<file path="src/rtl/commit_retire_unit.sv">
// -----------------------------------------------------------------------------
// commit_retire_unit
//   Retires uops from the ROB head and owns the architectural state.
//   - Holds the retirement RAT (RRAT), updated one cycle after each retire.
//   - Returns superseded physical registers to the free list.
//   - Releases committed stores to memory.
//   - On an exception at the head it runs RUN -> FLUSH -> RESTORE -> RUN:
//     - FLUSH squashes the pipeline and redirects fetch to TRAP_VEC.
//     - RESTORE streams the RRAT into the rename RAT, one entry per cycle.
//
// Ports
//   clk, rst               clock; asynchronous active-low reset
//   commit_*               ROB head handshake and payload (pop on valid&&ready)
//   fl_free_*              free-list return of the superseded physical register
//   st_release             pulse: oldest store may write memory
//   flush_all              pulse: squash ROB/RS/rename/LSQ
//   redirect_valid/_pc     fetch redirect, coincident with flush_all
//   rat_rst_*              rename-RAT restore stream and completion pulse
//   busy                   high while not in RUN
//   minstret               retired-instruction count (only with the macro)
//
// Configuration
//   COMMIT_RETIRE_PERF_CNT_EN: when defined, adds the 64-bit minstret counter.
// -----------------------------------------------------------------------------
module commit_retire_unit #(
  parameter int          LOG_REGS = 32,
  parameter int          PHY_REGS = 64,
  parameter logic [31:0] TRAP_VEC = 32'h0000_0100
) (
  input  logic                          clk,
  input  logic                          rst,
  input  logic                          commit_valid,
  output logic                          commit_ready,
  input  logic [$clog2(LOG_REGS)-1:0]   commit_arch_rd,
  input  logic [$clog2(PHY_REGS)-1:0]   commit_new_prf,
  input  logic [$clog2(PHY_REGS)-1:0]   commit_old_prf,
  input  logic [31:0]                   commit_pc,
  input  logic                          commit_is_store,
  input  logic                          commit_exception,
  output logic                          fl_free_valid,
  output logic [$clog2(PHY_REGS)-1:0]   fl_free_prf,
  input  logic                          fl_free_ready,
  output logic                          st_release,
  output logic                          flush_all,
  output logic                          redirect_valid,
  output logic [31:0]                   redirect_pc,
  output logic                          rat_rst_valid,
  output logic [$clog2(LOG_REGS)-1:0]   rat_rst_arch,
  output logic [$clog2(PHY_REGS)-1:0]   rat_rst_prf,
  output logic                          rat_rst_done,
  output logic                          busy
`ifdef COMMIT_RETIRE_PERF_CNT_EN
  ,
  output logic [63:0]                   minstret
`endif
);

  localparam int AW = $clog2(LOG_REGS);
  localparam int PW = $clog2(PHY_REGS);
  localparam logic [AW-1:0] LAST_ARCH = AW'(LOG_REGS - 1);

  typedef enum logic [1:0] {
    ST_RUN     = 2'd0,
    ST_FLUSH   = 2'd1,
    ST_RESTORE = 2'd2
  } state_e;

  state_e           state_q, state_d;
  logic [AW-1:0]    cnt_q, cnt_d;
  logic [PW-1:0]    rrat_q [LOG_REGS];

  logic             need_free_s;
  logic             handshake_s;
  logic             rrat_we_s;
  logic             retire_s;

  // The PC is carried for trace/debug consumers only; nothing here needs it.
  logic             unused_pc_s;
  assign unused_pc_s = ^commit_pc;

  // A commit needs a free-list slot only when it supersedes a real mapping.
  assign need_free_s = !commit_is_store && (commit_arch_rd != '0) && !commit_exception;

  // Next-state, counter and all combinational outputs.
  always_comb begin
    state_d        = state_q;
    cnt_d          = cnt_q;
    commit_ready   = 1'b0;
    fl_free_valid  = 1'b0;
    fl_free_prf    = '0;
    st_release     = 1'b0;
    flush_all      = 1'b0;
    redirect_valid = 1'b0;
    redirect_pc    = 32'h0000_0000;
    rat_rst_valid  = 1'b0;
    rat_rst_arch   = '0;
    rat_rst_prf    = '0;
    rat_rst_done   = 1'b0;
    rrat_we_s      = 1'b0;
    retire_s       = 1'b0;
    handshake_s    = 1'b0;

    case (state_q)
      ST_RUN: begin
        // Exceptions never wait on the free list; they free nothing.
        commit_ready  = commit_exception | !need_free_s | fl_free_ready;
        fl_free_valid = commit_valid & need_free_s;
        fl_free_prf   = commit_old_prf;
        handshake_s   = commit_valid & commit_ready;
        if (handshake_s) begin
          if (commit_exception) begin
            state_d = ST_FLUSH;
          end else begin
            retire_s   = 1'b1;
            rrat_we_s  = need_free_s;
            st_release = commit_is_store;
          end
        end else begin
          state_d = ST_RUN;
        end
      end
      ST_FLUSH: begin
        flush_all      = 1'b1;
        redirect_valid = 1'b1;
        redirect_pc    = TRAP_VEC;
        state_d        = ST_RESTORE;
      end
      ST_RESTORE: begin
        rat_rst_valid = 1'b1;
        rat_rst_arch  = cnt_q;
        rat_rst_prf   = rrat_q[cnt_q];
        if (cnt_q == LAST_ARCH) begin
          cnt_d        = '0;
          rat_rst_done = 1'b1;
          state_d      = ST_RUN;
        end else begin
          cnt_d = cnt_q + AW'(1);
        end
      end
      default: begin
        state_d = ST_RUN;
        cnt_d   = '0;
      end
    endcase
  end

  assign busy = (state_q != ST_RUN);

  // State and restore counter.
  always_ff @(posedge clk or negedge rst) begin
    if (!rst) begin
      state_q <= ST_RUN;
      cnt_q   <= '0;
    end else begin
      state_q <= state_d;
      cnt_q   <= cnt_d;
    end
  end

  // Retirement RAT: identity after reset, written on non-exception retires.
  always_ff @(posedge clk or negedge rst) begin
    if (!rst) begin
      for (int i = 0; i < LOG_REGS; i++) begin
        rrat_q[i] <= PW'(i);
      end
    end else if (rrat_we_s) begin
      rrat_q[commit_arch_rd] <= commit_new_prf;
    end
  end

`ifdef COMMIT_RETIRE_PERF_CNT_EN
  // Retired-instruction counter; wraps naturally at 2^64.
  always_ff @(posedge clk or negedge rst) begin
    if (!rst) begin
      minstret <= 64'd0;
    end else if (retire_s) begin
      minstret <= minstret + 64'd1;
    end
  end
`else
  logic unused_retire_s;
  assign unused_retire_s = retire_s;
`endif

endmodule
</file>
<file path="config.mk">
export PLATFORM = sky130hd
export DESIGN_NAME = commit_retire_unit
export DESIGN_NICKNAME = d
export VERILOG_FILES = /design/src/rtl/commit_retire_unit.sv
export SDC_FILE = /design/constraint.sdc
export NUM_CORES = 1
export LEC_CHECK = 0
export CORE_MARGIN = 4
export CORE_UTILIZATION = 55
export CTS_BUF_LIST = sky130_fd_sc_hd__clkbuf_8 sky130_fd_sc_hd__clkbuf_16
export DETAILED_ROUTE_END_ITERATION = 10
export GPL_ROUTABILITY_DRIVEN = 0
export PLACE_DENSITY = 0.79
export SYNTH_ARGS = -nofsm -noshare
export SYNTH_HDL_FRONTEND = slang
export SYNTH_SLANG_ARGS = --single-unit
</file>
<file path="constraint.sdc">
create_clock -name clk -period 6 [get_ports clk]
set_clock_uncertainty 0.15 [all_clocks]
set_input_delay 1.8 -clock clk [delete_from_list [all_inputs] [get_ports clk]]
set_output_delay 1.8 -clock clk [all_outputs]
set_load 0.01 [all_outputs]
</file>
==> metrics <==
areal power density over the cells=329.3 mW/mm2; detailed router's first-iteration violation count=422; final hold violation count=0; number of antenna violations at the first check in global routing=0; Post-synth top cells=sky130_fd_sc_hd__mux2_2, sky130_fd_sc_hd__dfrtp_1, sky130_fd_sc_hd__dfstp_2; top-area cell type share of the netlist area=30.82%; largest net degree at the start of global routing=106; # Post-CTS Setup Buffers=0; global-route wire length before repair=34,220 um; Leak=4.791 nW; number of iterations in the first detailed-routing pass=5; detailed placer's ending HPWL=14,120 um; sequential share of the synthesized area=52.57%; run status=finished clean; register-to-register path setup slack=2990 ps; post-synthesis sequential element count=199; minimum hold slack=227.7 ps; overall die height=140.6 um; R2R cell count=4; Core Rows=48; via count of the first global-routing pass=6,082; Distinct cells, synth=42; Max Root-Sink Buffers=2; Initial Util=56.06%; Final Routed Wirelength=21,110 um; hold wc startpoint=rrat_q[190]$_DFFE_PN0P_; post-synthesis instance area=0.009663 mm2; Via-to-Cell Ratio=6.034; share of the core filled with cells in the final layout=62.51%; cell type with the largest total area after synthesis=sky130_fd_sc_hd__dfrtp_1; Tot GR Track Use=22.51%; share of post-route cells with drive strength above 1=51.35%; Worst-Margin Slew=1280 ps; final worst slack=494.2 ps; Critical Path Sink Type=output port; origin of the critical flop-to-flop path=state_q[1]$_DFFE_PN0P_; via count=5,612; worst skew pair latency=440 ps; most repeated cell in the gate-level netlist after synthesis=sky130_fd_sc_hd__mux2_2; VDD IR-drop max=230.9 uV; average wire per cell in the routed design=22.70 um; final standard cell area without fillers=0.01077 mm2; count of clock tree sinks=199; relative max-transition margin=14.42%; setup repair after global routing missed its margin=no; number of buffers created by CTS=17; antenna diode instance count=0; remaining antenna violation count=0; Final Setup Violations=0; Area Growth Syn to Fin=11.50%; share of flip-flops with an asynchronous set or reset=100.0%; data arrival time of the critical path=3560 ps; Resize count post-CTS=0; detailed-route DRC error count=0; number of placed I/O pins=112; capturing point of the worst reg2reg path=rrat_q[5]$_DFFE_PN0P_; Place WS=508.4 ps; root cell of the clock tree=sky130_fd_sc_hd__clkbuf_16; number of synthesized flops with an enable pin=0; core area=0.01724 mm2; final setup TNS=0 ps; # port buffers=48; timing startpoint of the critical path=commit_valid; CTS tree=built; register clock-pin slew on the reported worst setup and hold paths=70 ps; worst min-delay path category=reg2reg; average cell area after synthesis=14.49 um2; critical path launch point type=input pin; die area=0.01975 mm2; Final Critical Period=5506 ps; ys flop type=sky130_fd_sc_hd__dfrtp_1; Max Fclk=181.6 MHz; deepest level of the CTS H-tree=4; number of pins with negative max-slew slack in the final report=0; CP required=4050 ps; overall die width=140.6 um; number of hold buffers added after cts=0; net total in the final layout=749; GRT Residual Overflow=0; Syn. warnings=0; synthesized instance count=667; maximum fanout along the worst path=6; worst setup path endpoint=st_release; portion of the clock cycle consumed by the worst path in the final layout=91.76%; Critical Setup Path Class=in2out; cell types with the largest area share after synthesis=sky130_fd_sc_hd__dfrtp_1, sky130_fd_sc_hd__mux2_2, sky130_fd_sc_hd__dfstp_2; number of violations of the max-capacitance limit=0; placed cell area=0.01020 mm2
==> cell type report <==
class / instances / area (um2)
multi-input combinational: 410 / 4234
sequential: 199 / 5082
clock inverter: 14 / 122.6
tap: 225 / 281.5
inverter: 7 / 26.28
fill: 1225 / 6462
timing repair buffer: 57 / 576.8
clock buffer: 18 / 450.4
==> critical path: stages <==
cell                              delay [ps]
sky130_fd_sc_hd__clkdlybuf4s50_1         460
sky130_fd_sc_hd__or3b_1                  450
sky130_fd_sc_hd__nor3b_1                 250
sky130_fd_sc_hd__clkdlybuf4s50_1         580
==> flip-flops by register name, indices dropped and copies added, names as in the netlist <==
name and flops:
rrat_q 192, cnt_q 5, state_q 2
==> metal layers <==
layer / global-route usage, % / part of all wire (%)
met4: 6.119 / 1.6
met2: 37.58 / 51
met3: 4.131 / 5.1
met1: 30.61 / 43
met5: 0 / 0
==> power by group <==
| group | switching [mW] | internal [mW] |
|---|---|---|
| clock | 0.518 | 0.600 |
| sequential | 0.0963 | 1.44 |
| combinational | 0.476 | 0.417 |
| total | 1.09 | 2.46 |
==> worst min-delay path by stage <==
stage,slack [ps],depth (start not counted),to
2_1_floorplan,270,1,rrat_q[186]$_DFFE_PN0P_
3_3_place_gp,210,0,rrat_q[190]$_DFFE_PN0P_
3_5_place_dp,210,0,rrat_q[190]$_DFFE_PN0P_
4_1_cts,230,0,rrat_q[190]$_DFFE_PN0P_
5_1_grt,250,0,rrat_q[190]$_DFFE_PN0P_
6_report,230,0,rrat_q[190]$_DFFE_PN0P_
==> stage by stage <==
step / power, mW / instances
finish: 3.548 / 930
detailed placement: 2.455 / 898
global placement: 2.427 / 898
floorplan: 2.125 / 697
CTS: 3.570 / 930
global route: 3.703 / 930
==> kinds of logic after synthesis <==
kind of cell | count (synthesis) | synth area share, %
compound gates | 36 | 2.654
flops | 199 | 52.57
buf+inv | 88 | 4.778
other cells | 1 | 0.03881
mux | 252 | 34.16
simple gates | 89 | 5.542
fa+ha+maj | 2 | 0.2589
==> cell usage in the layout (no fill, tap or decap), types with 9 or more instances in the layout <==
cell type	Yosys	layout
sky130_fd_sc_hd__mux4_2	43	43
sky130_fd_sc_hd__and2_1	11	11
sky130_fd_sc_hd__inv_1	7	9
sky130_fd_sc_hd__mux2_2	189	189
sky130_fd_sc_hd__a221oi_1	10	10
sky130_fd_sc_hd__dfstp_2	80	80
sky130_fd_sc_hd__o21ai_0	15	15
sky130_fd_sc_hd__dfrtp_1	119	117
sky130_fd_sc_hd__nor2_1	13	13
sky130_fd_sc_hd__nand2_1	29	29
sky130_fd_sc_hd__clkdlybuf4s50_1	0	47
sky130_fd_sc_hd__mux2i_1	17	17
sky130_fd_sc_hd__clkbuf_16	0	18
sky130_fd_sc_hd__conb_1	1	31
Power figures use the tool's default switching activity.
